File: config.mk
export PLATFORM = sky130hd
export DESIGN_NAME = remote_cmd_xmtr
export DESIGN_NICKNAME = d
export VERILOG_FILES = /design/src/rtl/remote_cmd_xmtr.sv
export SDC_FILE = /design/constraint.sdc
export NUM_CORES = 1
export LEC_CHECK = 0
export CAP_MARGIN = 20
export CORE_ASPECT_RATIO = 1.5
export CORE_MARGIN = 5
export CORE_UTILIZATION = 60
export CTS_CLUSTER_SIZE = 16
export DETAILED_ROUTE_END_ITERATION = 6
export GPL_TIMING_DRIVEN = 1
export PLACE_DENSITY = 0.8
export SYNTH_ARGS = -nofsm -noshare
export SYNTH_HDL_FRONTEND = slang
export SYNTH_SLANG_ARGS = --single-unit
File: constraint.sdc
create_clock -name clk -period 4.55 [get_ports clk]
set_clock_uncertainty 0.1 [all_clocks]
set_input_delay 0.455 -clock clk [delete_from_list [all_inputs] [get_ports clk]]
set_output_delay 0.455 -clock clk [all_outputs]
set_load 0.005 [all_outputs]
File: src/rtl/remote_cmd_xmtr.sv
// Host-side UART command link: sends a 16-bit command as two 8N1 frames (high byte first)
// and receives single-byte responses. TX and RX paths run independently.
//   state  | meaning
//   C_IDLE | waiting for send_cmd
//   C_HIGH | high byte on the wire
//   C_LOW  | low byte on the wire
//   R_IDLE | waiting for a start edge on RX
//   R_RECV | sampling start, 8 data and stop bits
module remote_cmd_xmtr #(
  parameter int BAUD_DIV = 2604
) (
  input  logic        clk,
  input  logic        RST_n,
  input  logic        send_cmd,
  input  logic [15:0] cmd,
  output logic        TX,
  input  logic        RX,
  output logic        cmd_sent,
  output logic [7:0]  resp,
  output logic        resp_rdy
);

  localparam logic [11:0] BAUD_LAST = 12'(BAUD_DIV - 1);
  localparam logic [11:0] HALF_LAST = 12'(BAUD_DIV / 2 - 1);

  typedef enum logic [1:0] {C_IDLE, C_HIGH, C_LOW} cmd_state_t;
  typedef enum logic {R_IDLE, R_RECV} rx_state_t;

  cmd_state_t  cst_q, cst_d;
  logic [15:0] shadow_q, shadow_d;
  logic        cmd_sent_q, cmd_sent_d;
  logic        cmd_accept, tx_load, tx_done;
  logic [7:0]  tx_byte;

  logic        tx_busy_q, tx_busy_d;
  logic [9:0]  tx_shift_q, tx_shift_d;
  logic [11:0] tx_baud_q, tx_baud_d;
  logic [3:0]  tx_bit_q, tx_bit_d;

  logic        rx_meta_q, rx_sync_q, rx_prev_q;
  rx_state_t   rst_q, rst_d;
  logic [11:0] rx_baud_q, rx_baud_d;
  logic [3:0]  rx_bit_q, rx_bit_d;
  logic [7:0]  rx_shift_q, rx_shift_d;
  logic [7:0]  resp_q, resp_d;
  logic        resp_rdy_q, resp_rdy_d;
  logic        rx_fall, rx_clear, rx_done;

  always_comb begin
    cst_d      = cst_q;
    shadow_d   = shadow_q;
    cmd_sent_d = cmd_sent_q;
    cmd_accept = 1'b0;
    tx_load    = 1'b0;
    tx_byte    = 8'h00;
    case (cst_q)
      C_IDLE: if (send_cmd) begin
        cmd_accept = 1'b1;
        shadow_d   = cmd;
        cmd_sent_d = 1'b0;
        tx_load    = 1'b1;
        tx_byte    = cmd[15:8];
        cst_d      = C_HIGH;
      end
      C_HIGH: if (tx_done) begin
        tx_load = 1'b1;
        tx_byte = shadow_q[7:0];
        cst_d   = C_LOW;
      end
      C_LOW: if (tx_done) begin
        cmd_sent_d = 1'b1;
        cst_d      = C_IDLE;
      end
      default: cst_d = C_IDLE;
    endcase
  end

  // A load on the tx_done cycle restarts the frame directly, so bytes abut with no idle gap.
  assign tx_done = tx_busy_q && (tx_baud_q == 12'd0) && (tx_bit_q == 4'd0);

  always_comb begin
    tx_busy_d  = tx_busy_q;
    tx_shift_d = tx_shift_q;
    tx_baud_d  = tx_baud_q;
    tx_bit_d   = tx_bit_q;
    if (tx_load) begin
      tx_busy_d  = 1'b1;
      tx_shift_d = {1'b1, tx_byte, 1'b0};
      tx_baud_d  = BAUD_LAST;
      tx_bit_d   = 4'd9;
    end else if (tx_busy_q) begin
      if (tx_baud_q != 12'd0) begin
        tx_baud_d = tx_baud_q - 12'd1;
      end else if (tx_bit_q == 4'd0) begin
        tx_busy_d = 1'b0;
      end else begin
        tx_shift_d = {1'b1, tx_shift_q[9:1]};
        tx_bit_d   = tx_bit_q - 4'd1;
        tx_baud_d  = BAUD_LAST;
      end
    end
  end

  // Driven from reset-cleared flops so reset forces the line high without waiting for a clock.
  assign TX = ~tx_busy_q | tx_shift_q[0];

  assign rx_fall = rx_prev_q & ~rx_sync_q;

  always_comb begin
    rst_d      = rst_q;
    rx_baud_d  = rx_baud_q;
    rx_bit_d   = rx_bit_q;
    rx_shift_d = rx_shift_q;
    resp_d     = resp_q;
    rx_clear   = 1'b0;
    rx_done    = 1'b0;
    case (rst_q)
      R_IDLE: if (rx_fall) begin
        rst_d     = R_RECV;
        rx_baud_d = HALF_LAST;
        rx_bit_d  = 4'd0;
        rx_clear  = 1'b1;
      end
      R_RECV: begin
        if (rx_baud_q != 12'd0) begin
          rx_baud_d = rx_baud_q - 12'd1;
        end else begin
          rx_baud_d = BAUD_LAST;
          rx_bit_d  = rx_bit_q + 4'd1;
          if (rx_bit_q == 4'd0) begin
            if (rx_sync_q) rst_d = R_IDLE;
          end else if (rx_bit_q == 4'd9) begin
            resp_d  = rx_shift_q;
            rx_done = 1'b1;
            rst_d   = R_IDLE;
          end else begin
            rx_shift_d = {rx_sync_q, rx_shift_q[7:1]};
          end
        end
      end
      default: rst_d = R_IDLE;
    endcase
  end

  always_comb begin
    resp_rdy_d = resp_rdy_q;
    if (rx_done) resp_rdy_d = 1'b1;
    else if (rx_clear || cmd_accept) resp_rdy_d = 1'b0;
  end

  always_ff @(posedge clk or negedge RST_n) begin
    if (!RST_n) begin
      cst_q      <= C_IDLE;
      shadow_q   <= 16'h0000;
      cmd_sent_q <= 1'b0;
      tx_busy_q  <= 1'b0;
      tx_shift_q <= 10'h3FF;
      tx_baud_q  <= 12'd0;
      tx_bit_q   <= 4'd0;
      rx_meta_q  <= 1'b1;
      rx_sync_q  <= 1'b1;
      rx_prev_q  <= 1'b1;
      rst_q      <= R_IDLE;
      rx_baud_q  <= 12'd0;
      rx_bit_q   <= 4'd0;
      rx_shift_q <= 8'h00;
      resp_q     <= 8'h00;
      resp_rdy_q <= 1'b0;
    end else begin
      cst_q      <= cst_d;
      shadow_q   <= shadow_d;
      cmd_sent_q <= cmd_sent_d;
      tx_busy_q  <= tx_busy_d;
      tx_shift_q <= tx_shift_d;
      tx_baud_q  <= tx_baud_d;
      tx_bit_q   <= tx_bit_d;
      rx_meta_q  <= RX;
      rx_sync_q  <= rx_meta_q;
      rx_prev_q  <= rx_sync_q;
      rst_q      <= rst_d;
      rx_baud_q  <= rx_baud_d;
      rx_bit_q   <= rx_bit_d;
      rx_shift_q <= rx_shift_d;
      resp_q     <= resp_d;
      resp_rdy_q <= resp_rdy_d;
    end
  end

  assign cmd_sent = cmd_sent_q;
  assign resp     = resp_q;
  assign resp_rdy = resp_rdy_q;

endmodule

== Word-level counts from Yosys, hierarchy flattened ==
Index checks and enable logic that the tools add are counted.

* Register bits after elaboration: 75
* Bits in latches: 0
* Bits in writable memories: 0
* Memory bits (read-only): 0
* Output and inout bits: 11
* Word-level logic and storage cells: 108
* Memories: 0

* Add/sub/neg operators: 4
* $mul: 0
* Div/mod/pow operators: 0
* Order comparisons: 0
* Eq/ne operators: 11
* Shifts and indexed selects: 0
* Multiplexer cells: 49
* Bitwise operators: 8
* Reductions and logical operators: 20

{| class="wikitable"
|+ Operators by type and width
! operator !! count
|-
| 12-bit two-way mux || 6
|-
| 10-bit two-way mux || 4
|-
| 4-bit two-way mux || 6
|-
| 12-bit one-hot mux with 2 select lines || 1
|-
| 12-bit nonzero test || 2
|-
| 12-bit by 1-bit subtractor with 12-bit output, second input constant || 2
|-
| 1-bit two-way mux || 21
|-
| 8-bit two-way mux || 2
|-
| 8-bit one-hot mux with 2 select lines || 1
|-
| 2-bit inequality test, second input constant || 7
|-
| 12-bit logical NOT || 1
|-
| 3-bit AND reduction || 3
|-
| 4-bit logical NOT || 2
|-
| 4-bit one-hot mux with 2 select lines || 1
|-
| 4-bit AND reduction || 2
|-
| 2-bit two-way mux || 3
|-
| 1-bit NOT || 6
|-
| 1-bit one-hot mux with 2 select lines || 3
|-
| 2-bit one-hot mux with 3 select lines || 1
|-
| 2-bit AND reduction || 3
|-
| 2-bit nonzero test || 3
|-
| 4-bit by 1-bit adder with 4-bit output, second input constant || 1
|-
| 4-bit == test, second input constant || 1
|-
| 4-bit by 1-bit subtractor with 4-bit output, second input constant || 1
|-
| 8 further kinds || 9
|}

== Longest topological paths before layout ==
Gate-level depths: netlist of run 1.

* Word-level depth: 7
* Gate-level depth with buffers: 9
* Gate-level depth less buffers: 7

== Worst setup path after synthesis of run 1 ==
Ideal clock, no wire load.

* Path kind: register to register
* Start: register rx_baud_q[0]
* End: register resp_q[0] (netlist: resp[0])
* Library setup time: 0.125 ns
* Arrival time: 2.468 ns
* Slack: 1.858 ns
* Cell stages (with the launch flop): 8
* Path buffers: 1
* Cells stage by stage: dfrtp_1 inv_1 ha_1 or4b_1 or4b_4 buf_6 nor3_4 mux2_2

* Longest elaborated chain between the ends: 3

{| class="wikitable"
|+ RTL lines
! what !! line !! text
|-
| start, declared || 42 || <nowiki>logic [11:0] rx_baud_q, rx_baud_d;</nowiki>
|-
| start signal, assigned || 181 || <nowiki>rx_baud_q <= rx_baud_d;</nowiki>
|-
| 12-bit nonzero test || 125 || <nowiki>if (rx_baud_q != 12'd0) begin</nowiki>
|-
| 1-bit NOT (no source line) || n/a ||
|-
| 4-bit AND reduction (no source line) || n/a ||
|-
| end signal, assigned || 184 || <nowiki>resp_q <= resp_d;</nowiki>
|-
| end, declared || 45 || <nowiki>logic [7:0] resp_q, resp_d;</nowiki>
|}

Every way passes these cells.
A chain may end at the register's enable or synchronous reset.

== Worst setup path in the final report of run 1 ==
* Start: register rx_baud_q[0]
* End: register resp_q[4] (netlist: resp[4])

Same word-level chain as after synthesis.

==> results.ini, run 1 <==
[clock_tree]
htree_num_levels=3
clkTransAtPathRegs_ps=70
cts_made_buffers=9
tritoncts=done
cts_resized=0
clock_path_buffers=2
postCtsHoldBufs=0
postCtsSetupRepairBufs=0
clock_sinks=74
clock_latency_ps=340
ctsRootBufferMaster=clkbuf_8

[route]
ant_nets=0
routed-via-count=2756
wl_met2_um=4074
routed-wl-met3_um=267
routedWlPerCell_um=16.01
maxUsedRoutingLayer=met4
drc_errors=0
wl_met1_um=2940
routed_via_density=5.940
drt-initial-drc-count=184
routed_wl_um=7430
firstDrtPassIters=4

[die]
initial_core_util_pct=61.87
core_region_area_sq_um=5828
dieArea_sq_um=7692
die_y_um=104.9
ios=31
die_w_um=73.30
rows=34

[critical_path]
rr_worst_depth=6
r2r_end=resp[4]
critPathKind=reg2reg
cp_data_required_time_ps=4680
worst-path-max-fanout=10
regToRegStartpoint=rx_baud_q[0]
r2r_setup_slack_ps=1710
critPathCaptureType=flop
crit_arrival_ps=2970
cp-start-kind=flop

[yosys]
synth_warnings=0
synthFlopType=dfrtp_1
yosysSeqAreaShare_pct=51.77
ys_ff_latch=74
synth-edff-count=0
yosys.area.top_type=dfrtp_1
synthArstFlopShare_pct=100.0
synth_cell_types=59
syn_inst=355
syn_nets=383
synth_top_area_share_pct=43.03
synth_area_leaders=dfrtp_1, dfstp_2, mux2_2, nand2_1, nor2_1
syn_area_sq_um=3606
syn_area_per_cell_sq_um=10.16

[sta]
final_hold_viol_count=0
rsz0062_at_grt=false
setup_viol=0
maxSlewViolCount=0
slew_headroom_pct=28.80
fin_hold_ws_ps=54.35
period_share_pct=62.52
setup_slack_ps=1705
clock.fmax_mhz=351.5
period_needed_ps=2845
setup_tns_ps=0
tightestPinTransition_ps=1063

[cells_and_area]
final_nets=415
final_core_util_pct=71.30
design_area_sq_um=4155
fin_cells=464
drive_above_1_share_pct=15.31
nFillCells=458
n_antenna_cell=0
syn2layout_area_growth_pct=15.23

[power_and_ir_drop]
ir_worst_vdd_uv=320.7
leakagePower_nw=1.858
p_per_area_nw_per_um2=445.7
finalPower_mw=1.852

[place]
dp_hpwl_um=5376
placed_cell_area_sq_um=3963
port_buffers=30
gp_congestion=0.9270
placed_cells=448
dp_slack_ps=1702

[global_route]
overflow=0
grt_start_max_net_pins=44
first_global_vias=2923
grt.total_usage_pct=21.01
antenna_found_initial=0
grt_pass1_wl_um=12850

[outcome]
status=complete, no violations

[min_path]
min_path_type=in2async

[flow_run]
maxCapViolCount=0

-- how the worst max path moves through the flow --
stage / start / depth (start not counted) / to / slack (ps)
final: rx_baud_q[0] / 6 / resp[4] / 1710
after floorplan: rx_baud_q[0] / 7 / resp[0] / 1860
after global routing: tx_baud_q[0] / 7 / tx_bit_q[2] / 1580
after global placement: rx_baud_q[0] / 6 / resp[4] / 1750
after CTS: rx_baud_q[0] / 6 / resp[4] / 1700
after detailed placement: rx_baud_q[0] / 6 / resp[4] / 1700
-- layout by cell type (no fill, tap or decap), drive strengths merged, types with 3 or more instances in the layout --
cell           instances
inv                   13
ha                     8
clkbuf                10
a21oi                 21
nor3b                  4
nand3                  9
o22ai                  3
nand4                  4
nand3b                 4
nand2                 46
a221oi                 4
dfrtp                 62
and3                   6
buf                    5
nand2b                 6
mux2                  16
clkinv                 3
mux2i                  3
a31oi                  5
dfstp                 12
xor2                   8
nor2                  34
nor3                   9
o21ai                 14
or3                    6
xnor2                  7
clkdlybuf4s50         29
-- state kept, by name (all words and copies together), names as in the netlist, 2 cells and up --
signal      flops
resp            8
rx_baud_q      12
tx_bit_q        4
rx_shift_q      8
rx_bit_q        4
tx_shift_q      9
tx_baud_q      12
cst_q           2
shadow_q        8
-- where the power goes --
part | leakage (nW) | internal, mW | total (mW) | switching [mW]
sequential | 0.908 | 0.813 | 0.953 | 0.140
clock | 0.0966 | 0.254 | 0.500 | 0.246
combinational | 0.853 | 0.195 | 0.399 | 0.204
total | 1.86 | 1.26 | 1.85 | 0.590
-- Yosys cell counts (3+ instances only) --
cell type and number:
nand2b_1 6, nor3b_1 4, mux2_2 16, nand3_1 9
a31oi_1 5, clkbuf_1 10, ha_1 8, nand3b_1 4
nor2_1 33, dfrtp_1 62, and3_1 6, xnor2_1 7
nand4_1 4, xor2_1 8, nor3_1 8, o22ai_1 3
a221oi_1 4, nand2_1 46, a21oi_1 21, inv_1 12
mux2i_1 3, dfstp_2 12, o21ai_0 14, or3_1 3
-- layout make-up --
class,instances,area [sq um],share of cell area (%)
inverters,12,45.04,1.084
clock inverters,6,65.06,1.566
multi-input cells,256,1635,39.36
flip-flops and latches,74,1867,44.93
well taps,72,90.09,2.168
clock buffers,10,127.6,3.071
repair buffers,34,325.3,7.829
-- cell families after synthesis --
family | share of synthesized area (%)
AO/OA/AOI/OAI | 12.28
adder cells (fa/ha/maj) | 2.776
buffers and inverters | 3.019
XOR/XNOR | 3.643
multiplexers | 5.829
flip-flops | 51.77
AND/OR/NAND/NOR | 20.68
-- layer usage --
layer  up-vias  GRT usage, %
met5         -             0
met4         0         8.679
met3        16         3.939
met2        55         37.00
met1      1364         24.41
li1       1321             -
-- worst max-delay path, stage by stage, from the launching register on --
cell and delay (ps):
dfrtp_1 390, inv_1 120, ha_1 150, or4b_1 520, or4b_4 640, nor3_4 430, mux2_2 400
(Power assumes the default switching activity.)
==> inputs of run 2 (changes only) <==
Settings changed: CORE_UTILIZATION 60 to 52, PLACE_DENSITY 0.8 to 0.74.
Clock period 4.55 ns to 2.6 ns, I/O delays scaled along.
==> run 2 against run 1 <==
Compared with the run above: worst hold slack improved by 150 ps; utilization decreased by 7.5 points; critical path type unchanged; register-to-register slack got worse by 1700 ps; sequential share of layout area decreased by 1.9 points; power increased by 82%; critical path depth unchanged; worst setup slack got worse by 1700 ps.
==> results.ini, run 2 (synthesized netlist as in run 1, its figures left out) <==
[route]
routed_wl_um=7610
firstDrtPassIters=4
routed-via-count=2785
routedWlPerCell_um=15.69
ant_nets=0
drt-initial-drc-count=173
drc_errors=0
routed_via_density=5.742

[sta]
clock.fmax_mhz=387.0
final_hold_viol_count=0
setup_slack_ps=15.76
rsz0062_at_grt=true
period_needed_ps=2584
tightestPinTransition_ps=800.0
period_share_pct=99.39
setup_viol=0
maxSlewViolCount=0
slew_headroom_pct=46.42

[clock_tree]
clock_path_buffers=2
clock_sinks=74
clock_latency_ps=360
ctsRootBufferMaster=clkbuf_8
clkTransAtPathRegs_ps=80
cts_made_buffers=9
tritoncts=done
htree_num_levels=3

[cells_and_area]
drive_above_1_share_pct=19.16
nFillCells=561
n_antenna_cell=0
syn2layout_area_growth_pct=20.40
final_cell_mix=dfrtp_1, nand2_1, nor2_1, clkdlybuf4s50_1, a21oi_1
final-seq-area_sq_um=1867
fin_cells=485
largest_registers=rx_baud_q: 12 flops, tx_baud_q: 12 flops, tx_shift_q: 9 flops
final_core_util_pct=63.80
final_common_cell=dfrtp_1
multi_input_area_sq_um=1653
final_nets=430

[power_and_ir_drop]
p_per_area_nw_per_um2=775.3
leakagePower_nw=1.950
pwr-share-seq_pct=49.2
p_int_mw=2.291
comb_power_share_pct=23.0
clkPwrFrac_pct=27.8
p_sw_mw=1.075
switching_share_pct=31.95
ir_worst_vdd_uv=472.8

[critical_path]
r2r_setup_slack_ps=20
crit_arrival_ps=2730
worst-path-max-fanout=9
critPathKind=reg2reg
cp_data_required_time_ps=2750
critPathCaptureType=flop
cp-start-kind=flop

[global_route]
first_global_vias=2814
grt.total_usage_pct=18.69
antenna_found_initial=0
overflow=0
grt_start_max_net_pins=51
grt_pass1_wl_um=13080

[place]
placed_cells=466
port_buffers=30
dp_hpwl_um=5506
gp_congestion=0.8267
dp_slack_ps=42.49

[die]
ios=31
initial_core_util_pct=52.99
die_w_um=77.99
rows=37
core_region_area_sq_um=6805
die_y_um=112.0
dieArea_sq_um=8734

[min_path]
min_path_type=in2reg

[flow_run]
maxCapViolCount=0

[outcome]
status=complete, no violations

## run 2: final cells by class
type	count	share of cell area (%)
Clock buffer	10	3.170
Clock inverter	6	1.671
Inverter	12	1.037
Multi-Input combinational cell	256	38.07
Sequential cell	74	43.00
Tap cell	78	2.248
Timing Repair Buffer	49	10.81
## run 2: what timing repair did
action / in CTS / in global routing
buffers inserted: 0 / 2
hold buffers: 1 / 0
endpoints found under the hold margin: 17 / 0
endpoints found under the setup margin: 0 / 16
resized for setup: 0 / 6
## run 2: worst max-delay path: stages (launching register included)
cell     delay [ps]
dfrtp_1         430
or3_4           410
or2_4           270
or4b_4          560
nor3_4          220
buf_12          160
mux2_2          330
## run 2: metal layers
metal  vias up  global-route usage [%]  routed length (um)
met1      1375                   21.10                2958
met5         -                       0                   0
met2        40                   33.24                4240
met4         0                   8.117                 176
li1       1355                       -                   -
met3        15                   4.045                 235
## run 2: metrics by stage
| stage | total power [mW] | hold WS, ps | area [sq um] | TNS [ps] |
|---|---|---|---|---|
| 2_1_floorplan | 2.168 | -135.6 | 3610 | -487.9 |
| 3_3_place_gp | 2.371 | 192.1 | 4089 | 0 |
| 3_5_place_dp | 2.424 | 195.3 | 4089 | 0 |
| 4_1_cts | 3.370 | 199.5 | 4309 | 0 |
| 5_1_grt | 3.592 | 191.3 | 4342 | -260.3 |
| 6_report | 3.366 | 207.9 | 4342 | 0 |
## run 2: power by group through the flow
stage | registers (mW) | logic (mW) | clock network (mW)
after floorplan | 1.62 | 0.545 | 0
final | 1.66 | 0.775 | 0.936
after CTS | 1.66 | 0.748 | 0.963
after global placement | 1.66 | 0.711 | 0
after global routing | 1.70 | 0.878 | 1.01
after detailed placement | 1.68 | 0.744 | 0
## run 2: path summary, 6_finish.rpt
check | depth (start not counted) | end | from
worst max-delay path | 6 | resp[2] | rx_baud_q[4]
worst min-delay path | 1 | rx_meta_q | RX
worst max register to register | 6 | resp[2] | rx_baud_q[4]
worst min register to register | 0 | rx_sync_q | rx_meta_q
max in group asynchronous | 3 | rx_prev_q | RST_n
min in group asynchronous | 2 | tx_baud_q[4] | RST_n
